$ cat src/rtl/cpu_axi_bridge.sv
// rtl/cpu_axi_bridge.sv - two SRAM-like CPU ports to single-outstanding AXI master
// Define BRIDGE_DATA_PRIO_EN for fixed data-port priority; default is round-robin.
module cpu_axi_bridge #(
    parameter int ADDR_W = 32
) (
    input  logic                  clk,
    input  logic                  reset,
    input  logic [1:0]            req,
    input  logic [1:0]            wr,
    input  logic [3:0]            size,
    input  logic [7:0]            wstrb,
    input  logic [2*ADDR_W-1:0]   addr,
    input  logic [63:0]           wdata,
    output logic [1:0]            addr_ok,
    output logic [1:0]            data_ok,
    output logic [31:0]           rdata,
    output logic [ADDR_W-1:0]     araddr,
    output logic [2:0]            arsize,
    output logic                  arvalid,
    input  logic                  arready,
    input  logic [31:0]           rdata_axi,
    input  logic                  rvalid,
    output logic                  rready,
    output logic [ADDR_W-1:0]     awaddr,
    output logic [2:0]            awsize,
    output logic                  awvalid,
    input  logic                  awready,
    output logic [31:0]           wdata_axi,
    output logic [3:0]            wstrb_axi,
    output logic                  wvalid,
    input  logic                  wready,
    input  logic                  bvalid,
    output logic                  bready
);

    localparam logic [2:0] S_IDLE = 3'd0;
    localparam logic [2:0] S_AR   = 3'd1;
    localparam logic [2:0] S_R    = 3'd2;
    localparam logic [2:0] S_AW_W = 3'd3;
    localparam logic [2:0] S_B    = 3'd4;
    localparam logic [2:0] S_RESP = 3'd5;

    logic [2:0]        state;
    logic              grant_q;
    logic              wr_q;
    logic [1:0]        size_q;
    logic [3:0]        wstrb_q;
    logic [ADDR_W-1:0] addr_q;
    logic [31:0]       wdata_q;
    logic [31:0]       rdata_q;
    logic              aw_done;
    logic              w_done;
    logic              grant_idx;
    logic              any_req;

`ifdef BRIDGE_DATA_PRIO_EN
    always_comb begin
        any_req   = |req;
        grant_idx = req[1];
    end
`else
    logic rr_ptr;

    // rr_ptr names the tie winner; a lone request always wins outright
    always_comb begin
        any_req   = |req;
        grant_idx = (req == 2'b11) ? rr_ptr : req[1];
    end

    always_ff @(posedge clk) begin
        if (reset) begin
            rr_ptr <= 1'b1;
        end else if (state == S_IDLE && any_req) begin
            rr_ptr <= ~grant_idx;
        end
    end
`endif

    always_ff @(posedge clk) begin
        if (reset) begin
            state   <= S_IDLE;
            grant_q <= 1'b0;
            wr_q    <= 1'b0;
            size_q  <= 2'd0;
            wstrb_q <= 4'd0;
            addr_q  <= '0;
            wdata_q <= 32'd0;
            rdata_q <= 32'd0;
            aw_done <= 1'b0;
            w_done  <= 1'b0;
        end else begin
            case (state)
                S_IDLE: begin
                    if (any_req) begin
                        grant_q <= grant_idx;
                        wr_q    <= wr[grant_idx];
                        size_q  <= grant_idx ? size[3:2] : size[1:0];
                        wstrb_q <= grant_idx ? wstrb[7:4] : wstrb[3:0];
                        addr_q  <= grant_idx ? addr[2*ADDR_W-1:ADDR_W] : addr[ADDR_W-1:0];
                        wdata_q <= grant_idx ? wdata[63:32] : wdata[31:0];
                        aw_done <= 1'b0;
                        w_done  <= 1'b0;
                        state   <= wr[grant_idx] ? S_AW_W : S_AR;
                    end
                end
                S_AR: begin
                    if (arready) state <= S_R;
                end
                S_R: begin
                    if (rvalid) begin
                        rdata_q <= rdata_axi;
                        state   <= S_RESP;
                    end
                end
                S_AW_W: begin
                    if (awready) aw_done <= 1'b1;
                    if (wready)  w_done  <= 1'b1;
                    // either channel may finish first; leave once both have
                    if ((aw_done || awready) && (w_done || wready)) state <= S_B;
                end
                S_B: begin
                    if (bvalid) state <= S_RESP;
                end
                S_RESP: state <= S_IDLE;
                default: state <= S_IDLE;
            endcase
        end
    end

    assign addr_ok   = (state == S_IDLE && any_req) ? (grant_idx ? 2'b10 : 2'b01) : 2'b00;
    assign data_ok   = (state == S_RESP) ? (grant_q ? 2'b10 : 2'b01) : 2'b00;
    assign rdata     = rdata_q;
    assign araddr    = addr_q;
    assign arsize    = {1'b0, size_q};
    assign arvalid   = (state == S_AR);
    assign rready    = (state == S_R);
    assign awaddr    = addr_q;
    assign awsize    = {1'b0, size_q};
    assign awvalid   = (state == S_AW_W) && !aw_done;
    assign wvalid    = (state == S_AW_W) && !w_done;
    assign wdata_axi = wdata_q;
    assign wstrb_axi = wstrb_q;
    assign bready    = (state == S_B);

    logic unused_wr_q;
    assign unused_wr_q = wr_q;

endmodule

$ cat config.mk
export PLATFORM = sky130hd
export DESIGN_NAME = cpu_axi_bridge
export DESIGN_NICKNAME = d
export VERILOG_FILES = /design/src/rtl/cpu_axi_bridge.sv
export SDC_FILE = /design/constraint.sdc
export NUM_CORES = 1
export LEC_CHECK = 0
export ABC_AREA = 1
export BUFFER_PORTS_ARGS = -buffer_cell sky130_fd_sc_hd__buf_2
export CAP_MARGIN = 5
export CORE_AREA = 2 2 127 129
export CTS_CLUSTER_DIAMETER = 40
export DETAILED_ROUTE_END_ITERATION = 7
export DIE_AREA = 0 0 129 131
export PLACE_DENSITY_LB_ADDON = 0.08
export SLEW_MARGIN = 20
export SYNTH_ARGS = -nofsm -noshare
export SYNTH_HDL_FRONTEND = slang
export SYNTH_SLANG_ARGS = --single-unit
$ cat constraint.sdc
create_clock -name clk -period 1.6 [get_ports clk]
set_input_delay 0.08 -clock clk [delete_from_list [all_inputs] [get_ports clk]]
set_output_delay 0.08 -clock clk [all_outputs]
set_load 0.02 [all_outputs]
# --- Yosys cells after proc, flatten, opt, wreduce, memory -nomap -nowiden ---
# Cells that the tools add are included.
word_totals:
  register_bits: 109
  inputBits: 183
  word_cells: 64
  out_inout_bits: 147
classes:
  mux: 23
  eq_ne: 13
  reduce_logical: 16
  magnitude_cmp: 1
  n_bitwise: 1
ops:
  columns: ["operator", "count"]
  rows:
  - ["two-way mux 32 bit", 2]
  - ["two-way mux 3 bit", 5]
  - ["one-hot mux 3 bit (5 select lines)", 1]
  - ["two-way mux 2 bit", 6]
  - ["!= test 2 bit, second input constant", 6]
  - ["== test 3 x 2 -> 1 bit, second input constant", 2]
  - ["== test 3 bit, second input constant", 2]
  - ["two-way mux 1 bit", 6]
  - ["AND reduction 3 bit", 2]
  - ["AND reduction 5 bit", 1]
  - ["logical AND 1 bit", 4]
  - ["two-way mux 4 bit", 1]
  - ["one-hot mux 1 bit (2 select lines)", 2]
  - ["AND reduction 2 bit", 2]
  - ["== test 3 x 1 -> 1 bit, second input constant", 1]
  - ["zero test 3 bit", 1]
  - ["== test 2 bit, second input constant", 1]
  - ["zero test 1 bit", 2]
  - ["logical OR 1 bit", 2]
  - ["less-than comparator 1 x 2 -> 1 bit, second input constant", 1]
  - ["!= test 2 x 1 -> 1 bit, second input constant", 1]
  - ["nonzero test 2 bit", 1]
  - ["OR reduction 2 bit", 1]
  - ["NOT 1 bit", 1]

# --- Depth between registers and ports, before layout ---
# Gate-level depths: netlist of the first run.
depth:
  depth_word: 7
  depth_mapped: 11
  ltp_nobuf: 10

# --- Worst setup path after synthesis of the first run ---
# OpenSTA, ideal clock, no wires.
synth_timing:
  kind: "register to register"
  start: "reg state[2]"
  end: "reg state[1]"
  setup_ns: 0.113
  t_arrival_ns: 1.488
  n_path_buf: 1
  required_time_ns: 1.487
  synth_period_minus_slack_ns: 1.600
  path_stages_with_launch: 8
  path_slack_ns: 0.000
  path_cell_list: "dfxtp_1 buf_2 nor3_1 nand2_1 nand2_1 o21ai_0 nand2_1 nor2_1"
synth_via:
  elab_chain_len: 3
  elab_cells_between_ends: 12
  cone_classes: "eq/ne (9); mux (1); reduce/logical (2)"
synth_lines:
  columns: ["element", "line", "rtl"]
  rows:
  - ["start: declaration", "43", "logic [2:0] state;"]
  - ["start signal: assignment", "103", "state <= wr[grant_idx] ? S_AW_W : S_AR;"]
  - ["== test 3 x 1 -> 1 bit (*)", null, null]
  - ["via arvalid", "19", "output logic arvalid,"]
  - ["!= test 2 x 1 -> 1 bit (no line)", null, null]
  - ["AND reduction 5 bit (no line)", null, null]
# Mark *: on every way through the listed nets, which the timed path passes. The rest lies on a longest branch.
# A chain may end at the register's enable or synchronous reset.

# --- Final worst setup path of the first run ---
layout_timing:
  start: "reg state[1]"
  end: "out addr_ok[0]"
layout_via:
  elab_chain_len: 3
layout_lines:
  columns: ["element", "line", "rtl"]
  rows:
  - ["zero test 3 bit", "130", "assign addr_ok = (state == S_IDLE && any_req) ? (grant_idx ? 2'b10 : 2'b01) : 2'b00;"]
  - ["logical AND 1 bit", "130", null]
  - ["two-way mux 2 bit", "130", null]
  - ["end: declaration", "14", "output logic [1:0] addr_ok,"]
# Every way passes these cells.

==> results of run 1 <==
## stage by stage
step / setup slack (ns) / TNS, ns / total power, W
after floorplan: 0.216 / 0 / 0.00743
after global placement: 0.246 / 0 / 0.00883
after detailed placement: 0.206 / 0 / 0.00884
after CTS: -0.0312 / -0.0515 / 0.0112
after global routing: -0.00912 / -0.0159 / 0.0121
final: 0.0756 / 0 / 0.0113
## flip-flops by register name, summed over array words and instances, names as in the netlist
| register | flops |
|---|---|
| araddr | 32 |
| rdata | 32 |
| wdata_axi | 32 |
| wstrb_axi | 4 |
| state | 3 |
| size_q | 2 |
| aw_done | 1 |
| grant_q | 1 |
| rr_ptr | 1 |
| w_done | 1 |
## synthesized netlist by cell type (2+ instances only)
cell type	count
sky130_fd_sc_hd__nand2_1	336
sky130_fd_sc_hd__dfxtp_1	109
sky130_fd_sc_hd__a21oi_1	89
sky130_fd_sc_hd__nand3_1	72
sky130_fd_sc_hd__buf_4	38
sky130_fd_sc_hd__nor2_1	23
sky130_fd_sc_hd__clkbuf_1	22
sky130_fd_sc_hd__buf_2	20
sky130_fd_sc_hd__inv_1	13
sky130_fd_sc_hd__buf_6	5
sky130_fd_sc_hd__inv_2	4
sky130_fd_sc_hd__nor2_4	3
sky130_fd_sc_hd__nand3b_1	2
sky130_fd_sc_hd__o21ai_0	2
## area by class of cell
class	instances	area (um^2)	share of cell area (%)
diodes	1	2.50	0.0321
clock buffers	10	229	2.94
clock inverters	6	38.8	0.497
inverters	18	68.8	0.882
multi-input cells	536	2300	29.5
flip-flops and latches	109	2180	28.0
well taps	216	270	3.46
repair buffers	437	2700	34.7
## what timing repair did
| action | in CTS | in global routing |
|---|---|---|
| hold endpoints to repair | 57 | 0 |
| setup buffers | 1 | 12 |
| hold buffers | 75 | 0 |
| pin swaps | 0 | 2 |
| setup endpoints to repair | 4 | 5 |
| gates resized for setup | 5 | 7 |
## worst max path at each step
stage | startpoint | to | slack, ns | cells past startpoint
floorplan | state[0] | wdata_axi[12] | 0.22 | 11
global placement | state[2] | state[0] | 0.25 | 8
detailed placement | state[2] | state[0] | 0.21 | 8
CTS | state[1] | addr_ok[1] | -0.03 | 6
global route | state[1] | araddr[10] | -0.009 | 9
finish | state[1] | addr_ok[0] | 0.08 | 6
## metal layers
layer / track usage, % / routed length [um] / vias up
li1: - / - / 3055
met1: 23.6 / 7430 / 2641
met3: 5.50 / 1210 / 23
met2: 36.2 / 9010 / 212
met4: 5.37 / 316 / 0
met5: 0 / 0 / -
## tightest hold or removal path: cells and delay by family
kind / cells / cell delay, ns
AO/OA/AOI/OAI: 1 / 0.03
buffers and inverters: 1 / 0.08
AND/OR/NAND/NOR: 3 / 0.16
## cells by family after synthesis
kind of cell,Yosys count,synth area share (%)
compound gates,95,9.58
buf+inv,103,11.8
flops,109,43.3
other cells,1,0.0744
simple gates,439,35.3
## where the power goes
part           internal [W]  switching, W  total [W]
Combinational       0.00199       0.00341    0.00540
Clock               0.00106       0.00104    0.00210
Sequential          0.00336      0.000394    0.00376
==> results.py, run 1 <==
metrics = {
    "run_status": {
        "outcome": "complete, no violations",
    },
    "route": {
        "drt-vias-per-instance": 4.45,
        "drc_errors": 0,
        "postRouteAntennaNets": 0,
        "iteration_count_of_the_initial_detailed_routing_pass": 4,
        "violation_count_after_the_first_detailed_route_iteration": 202,
        "vias": 5931,
        "wl_per_cell_um": 13.5,
        "wl_mm": 18.0,
    },
    "timing": {
        "maxClockFrequency_mhz": 656,
        "clock-skew-final_ns": 0.00508,
        "maxSlewViolCount": 0,
        "final_period_minus_worst_setup_slack_ns": 1.52,
        "final-hold-violation-count": 0,
        "hold_ws_ns": 0.0321,
        "fin_crit_sh_pct": 95.3,
        "endpoints_failing_setup": 0,
    },
    "yosys": {
        "synth_cells": 747,
        "syn_area_mm2": 0.00504,
        "synth_cell_type_count": 23,
        "ys.warnings.count": 0,
        "synth_top_area_share_pct": 43.3,
        "synth-seq-cells": 109,
        "ys.flop_type": "sky130_fd_sc_hd__dfxtp_1",
        "synth_area_per_cell_um2": 6.75,
        "number_of_enable_flip_flop_cells_after_synthesis": 0,
        "synthTopCellsByArea": "sky130_fd_sc_hd__dfxtp_1, sky130_fd_sc_hd__nand2_1, sky130_fd_sc_hd__a21oi_1, sky130_fd_sc_hd__nand3_1, sky130_fd_sc_hd__buf_4",
        "yosysTopAreaCell": "sky130_fd_sc_hd__dfxtp_1",
        "synth_sequential_area_ratio_pct": 43.3,
        "synth_async_reset_ratio_pct": 0,
    },
    "flow_run": {
        "max_cap_viol_count": 0,
    },
    "critical_path": {
        "critical_path.startpoint_type": "register",
        "worstPathCellList": "inv_2 -> nand2_2 -> nor2_4 -> o21ai_4 -> nor2_4 -> buf_6",
        "rrSetupSlack_ns": 0.11,
        "critical-path-top-delay-family": "simple AND/OR/NAND/NOR gates",
        "crit_type": "register to primary output",
        "regToRegStartpoint": "state[1]",
        "cpPeakStageDelay_ns": 0.33,
        "cp.required_ns": 1.52,
        "rr_endpoint": "wdata_axi[3]",
        "timing.critical_path.to_type": "primary output",
        "worst-path-buf-inv": 2,
        "worst-endpoint-arrival_ns": 1.44,
        "timing.critical_path.fanout_max": 4,
        "slowest_stage": "sky130_fd_sc_hd__dfxtp_2",
        "crit_top_cell": "sky130_fd_sc_hd__nor2_4",
        "ff2ff_path_depth": 9,
    },
    "floorplanning": {
        "floorplan.die.height_um": 131,
        "fp.dieW_um": 129,
        "start_util_pct": 32.3,
        "pin_count": 330,
        "design.core.area_mm2": 0.0156,
        "fp-row-count": 46,
        "fp.dieArea_mm2": 0.0169,
    },
    "finish": {
        "finish.utilization_pct": 50.0,
        "n_fill_cell": 1610,
        "instances_no_fill": 1333,
        "final_common_cell": "sky130_fd_sc_hd__nand2_1",
        "highest_count_cells_in_the_layout_ignoring_fill_and_taps": "sky130_fd_sc_hd__nand2_1, sky130_fd_sc_hd__buf_2, sky130_fd_sc_hd__dfxtp_1",
        "finish.net_count": 1294,
        "syn2layout_area_growth_pct": 54.8,
        "drive_gt1_share_pct": 35.5,
        "final_design_area_excluding_fillers_mm2": 0.00780,
    },
    "worst_hold_path": {
        "timing.hold.worst.class": "primary input to register",
        "hold-path-cell-count": 5,
        "hold-path-endpoint": "araddr[18]",
        "hold_path_startpoint": "addr[50]",
    },
    "placement": {
        "dp.final_hpwl_mm": 12.2,
        "detailed_place.area_mm2": 0.00666,
        "routabilityCongestion": 0.844,
        "dpl.cell_count": 1229,
        "portBuffers": 327,
    },
    "power_and_ir_drop": {
        "p_leak_nw": 4.07,
        "power.density_cell_area_mw_per_mm2": 1440,
        "max-vdd-ir-drop_mv": 0.891,
    },
    "global_route": {
        "grt_start_max_net_pins": 69,
        "first_global_vias": 5425,
        "antenna_found_initial": 1,
        "grtUsageTotal_pct": 20.1,
        "global_route_wire_length_before_repair_mm": 26.9,
        "globalRouteOverflowTotal": 0,
    },
    "clock_network": {
        "clkLatencyLatePin_ns": 0.35,
        "tritoncts_num_sinks": 109,
        "clkSlewWorstSetupHoldPaths_ns": 0.07,
        "cts-root-buf": "sky130_fd_sc_hd__clkbuf_16",
        "htree_num_levels": 3,
        "max-clock-path-buffers": 2,
        "tritoncts": "yes",
        "tritoncts.num_buffers": 9,
    },
}
(Power assumes the default switching activity.)
==> inputs of run 2 (changes only) <==
Settings changed: ABC_AREA 1 to 0, CORE_AREA 2 2 127 129 to 2 2 129 131, DIE_AREA 0 0 129 131 to 0 0 131 133, REMOVE_ABC_BUFFERS from default to 1.
==> run 2 against run 1 <==
Critical path depth did not move; global-route usage fell by 0.67 points; clock-buffer cell count rose by 2; wire length rose by 0.58%; total power rose by 3.9%; sequential power barely moved; cell area rose by 3.6%; synthesized cell count fell by 36%; first-iteration DRC count rose by 130%; combinational power rose by 5.9%; utilization fell by 0.051 points; setup slack got worse by 0.011 ns; critical endpoint is now size_q[1]; largest cell class unchanged; largest power group unchanged; highest routed layer unchanged.
==> results.py, run 2 <==
metrics = {
    "floorplanning": {
        "start_util_pct": 27.2,
        "fp.dieArea_mm2": 0.0174,
        "floorplan.die.height_um": 133,
        "fp-row-count": 47,
        "fp.dieW_um": 131,
        "design.core.area_mm2": 0.0162,
        "pin_count": 330,
    },
    "yosys": {
        "synth_cell_type_count": 33,
        "library_cell_with_the_highest_instance_count_after_synthesis": "sky130_fd_sc_hd__dfxtp_1",
        "yosysTopAreaCell": "sky130_fd_sc_hd__dfxtp_1",
        "synth_cells": 476,
        "syn_area_mm2": 0.00440,
        "ys.flop_type": "sky130_fd_sc_hd__dfxtp_1",
        "synth-seq-cells": 109,
        "synthTopCellsByCount": "sky130_fd_sc_hd__dfxtp_1, sky130_fd_sc_hd__nand2_1, sky130_fd_sc_hd__nor2_1",
        "synth_top_area_share_pct": 49.6,
        "number_of_enable_flip_flop_cells_after_synthesis": 0,
        "synth_async_reset_ratio_pct": 0,
        "ys.warnings.count": 0,
        "synth_sequential_area_ratio_pct": 49.6,
        "synth_area_per_cell_um2": 9.25,
        "synthTopCellsByArea": "sky130_fd_sc_hd__dfxtp_1, sky130_fd_sc_hd__a222oi_1, sky130_fd_sc_hd__buf_4, sky130_fd_sc_hd__nand2_1, sky130_fd_sc_hd__nor2_1",
    },
    "finish": {
        "final_common_cell": "sky130_fd_sc_hd__buf_2",
        "finish.utilization_pct": 50.0,
        "drive_gt1_share_pct": 41.9,
        "finish.net_count": 1096,
        "instances_no_fill": 1137,
        "highest_count_cells_in_the_layout_ignoring_fill_and_taps": "sky130_fd_sc_hd__buf_2, sky130_fd_sc_hd__dlygate4sd3_1, sky130_fd_sc_hd__dfxtp_1",
        "antenna-diode-count": 0,
        "syn2layout_area_growth_pct": 83.5,
    },
    "critical_path": {
        "timing.critical_path.fanout_max": 21,
        "cpPeakStageDelay_ns": 0.34,
        "cp_num_cells": 6,
        "crit_type": "register to register",
        "worstPathCellList": "nor3_4 -> buf_6 -> o21ai_4 -> nor2b_2 -> buf_12 -> a221o_1",
        "critical-path-top-delay-family": "simple AND/OR/NAND/NOR gates",
        "worst-endpoint-arrival_ns": 1.77,
        "slowest_stage": "sky130_fd_sc_hd__dfxtp_2",
        "critical_path.startpoint_type": "register",
        "timing.critical_path.to_type": "register",
        "cp.required_ns": 1.84,
        "worst-path-buf-inv": 2,
        "ff2ff_path_depth": 6,
    },
    "clock_network": {
        "tritoncts.num_buffers": 9,
        "tritoncts": "yes",
        "tritoncts_num_sinks": 109,
        "max-clock-path-buffers": 2,
        "clkSlewWorstSetupHoldPaths_ns": 0.07,
        "cts-root-buf": "sky130_fd_sc_hd__clkbuf_16",
        "htree_num_levels": 3,
        "clkLatencyLatePin_ns": 0.35,
    },
    "global_route": {
        "globalRouteOverflowTotal": 0,
        "grtUsageTotal_pct": 19.4,
        "grt_start_max_net_pins": 68,
        "global_route_wire_length_before_repair_mm": 26.4,
        "first_global_vias": 5316,
        "antenna_found_initial": 0,
    },
    "power_and_ir_drop": {
        "power.density_cell_area_mw_per_mm2": 1450,
        "max-vdd-ir-drop_mv": 0.669,
        "p_total_w": 0.0117,
        "p_leak_nw": 3.90,
    },
    "route": {
        "wl_mm": 18.1,
        "iteration_count_of_the_initial_detailed_routing_pass": 8,
        "vias": 5321,
        "drt-vias-per-instance": 4.68,
        "wl_per_cell_um": 15.9,
        "violation_count_after_the_first_detailed_route_iteration": 460,
        "postRouteAntennaNets": 0,
        "drc_errors": 0,
    },
    "timing": {
        "endpoints_failing_setup": 0,
        "rsz0062_at_grt": "true",
        "final-hold-violation-count": 0,
        "maxSlewViolCount": 0,
        "final_period_minus_worst_setup_slack_ns": 1.54,
        "maxClockFrequency_mhz": 651,
        "clock-skew-final_ns": 0.00499,
        "hold_ws_ns": 0.0143,
        "fin_crit_sh_pct": 95.9,
    },
    "run_status": {
        "outcome": "complete, no violations",
    },
    "placement": {
        "dp.final_hpwl_mm": 11.3,
        "portBuffers": 327,
        "routabilityCongestion": 0.802,
        "dpl.cell_count": 963,
    },
    "worst_hold_path": {
        "timing.hold.worst.class": "primary input to register",
        "hold-path-cell-count": 3,
    },
    "flow_run": {
        "max_cap_viol_count": 0,
    },
}
==> run 2: cells by family (layout without fill, tap and decap cells) <==
kind of cell    Yosys count  after routing  synth area share, %
mux                       2              2                0.455
compound gates          113            113                 21.3
simple gates            170            170                 17.6
other cells               1              2               0.0852
flops                   109            109                 49.6
buf+inv                  81            521                 11.0
==> run 2: worst paths after layout <==
| check | from | to | slack, ns |
|---|---|---|---|
| setup / recovery | state[0] | size_q[1] | 0.06 |
| hold / removal | wdata[45] | wdata_axi[13] | 0.01 |
| setup reg to reg | state[0] | size_q[1] | 0.06 |
| hold reg to reg | rdata[16] | rdata[16] | 0.45 |
==> run 2: worst register-to-register path, stage by stage (launching register included) <==
cell and delay [ns]:
sky130_fd_sc_hd__dfxtp_2 0.34, sky130_fd_sc_hd__nor3_4 0.25, sky130_fd_sc_hd__buf_6 0.14, sky130_fd_sc_hd__o21ai_4 0.07, sky130_fd_sc_hd__nor2b_2 0.17, sky130_fd_sc_hd__buf_12 0.17, sky130_fd_sc_hd__a221o_1 0.30
==> run 2: per-layer routing <==
metal | share of wire [%] | vias to the layer above | track usage (%)
li1 | - | 2565 | -
met1 | 40 | 2463 | 21.5
met2 | 50 | 258 | 34.7
met3 | 7.9 | 35 | 4.69
met4 | 2.4 | 0 | 8.57
met5 | 0 | - | 0
==> run 2: area by class of cell <==
cell class | count | area (um^2)
well taps | 220 | 275
clock buffers | 12 | 267
fillers | 1516 | 8090
repair buffers | 504 | 3540
clock inverters | 3 | 20.0
inverters | 2 | 7.51
multi-input cells | 287 | 1790
flip-flops and latches | 109 | 2190
==> run 2: what timing repair did <==
item	4_1_cts	5_1_grt
pin swaps	3	4
cloned	2	1
resized for setup	8	11
hold buffers	149	0
buffers inserted	6	1
setup endpoints to repair	21	58
endpoints found under the hold margin	102	0
==> run 2: power breakdown <==
part	leakage (nW)	switching, W	internal [W]
combinational	2.87	0.00321	0.00251
sequential	0.893	0.000423	0.00336
clock	0.137	0.00101	0.00117
total	3.90	0.00465	0.00705
==> run 2: metrics by stage <==
step / setup WS (ns) / instance area (um^2) / TNS [ns]
6_report: 0.0649 / 8080 / 0
5_1_grt: -0.00947 / 8080 / -0.0333
4_1_cts: 0.00902 / 7990 / 0
3_5_place_dp: -0.0201 / 6090 / -0.244
3_3_place_gp: 0.0260 / 6090 / 0
2_1_floorplan: -0.863 / 3930 / -68.39
==> inputs of run 3 (changes only) <==
==> constraint.sdc (replaced) <==
create_clock -name clk -period 1.6 [get_ports clk]
set_input_delay 0.08 -clock clk [delete_from_list [all_inputs] [get_ports clk]]
set_output_delay 0.08 -clock clk [all_outputs]
set_load 0.1 [all_outputs]
==> run 3 against run 2 <==
Die area unchanged; register-to-register slack got worse by 0.02 ns; clock power about the same; first-iteration DRC count decreased by 5.9%; setup slack got worse by 0.061 ns; cell area increased by 3.0%; via count increased by 1.3%; non-clock buffer count increased by 9; critical path depth decreased by 2; clock-buffer cell count decreased by 1; total power increased by 50%; clock skew increased by 0.0027 ns.
==> results.py, run 3 (synthesized netlist as in run 2, its figures left out) <==
metrics = {
    "run_status": {
        "outcome": "complete, no violations",
    },
    "clock_network": {
        "tritoncts_num_sinks": 109,
        "htree_num_levels": 3,
        "cts-root-buf": "sky130_fd_sc_hd__clkbuf_16",
        "clkLatencyLatePin_ns": 0.35,
        "tritoncts": "yes",
        "tritoncts.num_buffers": 9,
        "clkSlewWorstSetupHoldPaths_ns": 0.07,
        "max-clock-path-buffers": 2,
    },
    "floorplanning": {
        "fp-row-count": 47,
        "pin_count": 330,
        "start_util_pct": 27.2,
        "fp.dieArea_mm2": 0.0174,
        "design.core.area_mm2": 0.0162,
        "floorplan.die.height_um": 133,
        "fp.dieW_um": 131,
    },
    "critical_path": {
        "cp.required_ns": 1.52,
        "cp_num_cells": 4,
        "critical_path.startpoint_type": "register",
        "worstPathCellList": "nor3_4 -> and3_4 -> buf_12 -> buf_12",
        "worst-endpoint-arrival_ns": 1.52,
        "ff2ff_path_depth": 6,
        "critical-path-top-delay-family": "simple AND/OR/NAND/NOR gates",
        "timing.critical_path.fanout_max": 5,
        "crit_top_cell": "sky130_fd_sc_hd__buf_12",
        "worst-path-buf-inv": 2,
        "crit_type": "register to primary output",
        "slowest_stage": "sky130_fd_sc_hd__dfxtp_2",
        "cpPeakStageDelay_ns": 0.34,
        "timing.critical_path.to_type": "primary output",
    },
    "finish": {
        "final_common_cell": "sky130_fd_sc_hd__buf_2",
        "highest_count_cells_in_the_layout_ignoring_fill_and_taps": "sky130_fd_sc_hd__buf_2, sky130_fd_sc_hd__dlygate4sd3_1, sky130_fd_sc_hd__dfxtp_1",
        "finish.net_count": 1105,
        "syn2layout_area_growth_pct": 89.0,
        "final_design_area_excluding_fillers_mm2": 0.00832,
        "drive_gt1_share_pct": 43.0,
        "n_fill_cell": 1506,
        "antenna-diode-count": 0,
        "finish.utilization_pct": 51.5,
    },
    "placement": {
        "portBuffers": 327,
        "routabilityCongestion": 0.819,
        "detailedPlace.worstSlack_ns": 0.000281,
        "dp.final_hpwl_mm": 11.3,
        "detailed_place.area_mm2": 0.00623,
    },
    "global_route": {
        "first_global_vias": 5248,
        "global_route_wire_length_before_repair_mm": 26.2,
        "grt_start_max_net_pins": 94,
        "grt_util_met2_pct": 34.0,
        "antenna_found_initial": 0,
        "globalRouteOverflowTotal": 0,
        "grtUsageTotal_pct": 19.1,
        "groute.layer.met1.usage_pct": 21.9,
        "most_congested_layer_reported_by_global_routing": "met2",
        "grt_util_met3_pct": 4.21,
    },
    "timing": {
        "clock-skew-final_ns": 0.00772,
        "final_period_minus_worst_setup_slack_ns": 1.60,
        "endpoints_failing_setup": 0,
        "hold_ws_ns": 0.00976,
        "maxClockFrequency_mhz": 627,
        "final_critical_path_setup_slack_ns": 0.00428,
        "fin_crit_sh_pct": 99.7,
        "final-hold-violation-count": 0,
        "rsz0062_at_grt": "true",
        "worst_pin_slew_ns": 0.519,
        "maxSlewViolCount": 0,
        "timing.slew.headroom_pct": 65.6,
    },
    "flow_run": {
        "max_cap_viol_count": 0,
    },
    "power_and_ir_drop": {
        "p_leak_nw": 3.99,
        "p_total_w": 0.0175,
        "max-vdd-ir-drop_mv": 1.49,
        "power.density_cell_area_mw_per_mm2": 2100,
    },
    "worst_hold_path": {
        "hold-path-cell-count": 3,
        "timing.hold.worst.class": "primary input to register",
    },
    "route": {
        "wl_per_cell_um": 15.8,
        "violation_count_after_the_first_detailed_route_iteration": 433,
        "postRouteAntennaNets": 0,
        "vias": 5391,
        "drt-vias-per-instance": 4.70,
        "wl_mm": 18.1,
        "iteration_count_of_the_initial_detailed_routing_pass": 6,
        "drc_errors": 0,
    },
}
[run 3: cell count changes in the layout (fill, tap and decap cells not counted), sizes merged]
cell	change
bufbuf	-1
clkbuf	+1
inv	+2
buf	+10
dlygate4sd3	-2
[run 3: per-layer routing]
metal | wire length [um] | vias up
met1 | 7460 | 2518
li1 | - | 2589
met3 | 1330 | 26
met2 | 8950 | 258
met5 | 0 | -
met4 | 361 | 0
[run 3: layout make-up]
type / instances / area [um^2] / share of cell area [%]
repair buffers: 513 / 3760 / 45.1
multi-input cells: 287 / 1800 / 21.6
well taps: 220 / 275 / 3.31
inverters: 2 / 7.51 / 0.0902
clock inverters: 5 / 41.3 / 0.496
flip-flops and latches: 109 / 2190 / 26.3
clock buffers: 11 / 253 / 3.04
[run 3: timing repair]
action | 4_1_cts | 5_1_grt
hold endpoints to repair | 101 | 0
hold buffers | 147 | 0
gates cloned | 3 | 3
setup endpoints to repair | 30 | 65
setup buffers | 1 | 15
pin swaps | 2 | 14
resized for setup | 13 | 10
[run 3: power breakdown]
group / switching (W) / leakage, nW / total [W] / internal [W]
sequential: 0.000425 / 0.893 / 0.00379 / 0.00336
combinational: 0.00862 / 2.96 / 0.0115 / 0.00290
clock: 0.00106 / 0.139 / 0.00221 / 0.00116
[run 3: per-stage QoR]
step	setup TNS [ns]	cells
after floorplan	-200.17	398
after global placement	0	963
after detailed placement	0	963
after CTS	-0.153	1130
after global routing	-0.606	1147
final	0	1147
[run 3: path summary, 6_finish.rpt]
kind / from / end / slack (ns)
max: state[2] / addr_ok[1] / 0.004
min: addr[50] / araddr[18] / 0.01
max reg2reg: state[2] / wdata_axi[8] / 0.04
min reg2reg: rdata[20] / rdata[20] / 0.45
[run 3: worst reg2reg max path: cells and delay by family (launching register included)]
family | cells | cell delay [ns]
simple gates | 2 | 0.42
buf+inv | 2 | 0.31
compound gates | 2 | 0.39
flops | 1 | 0.34
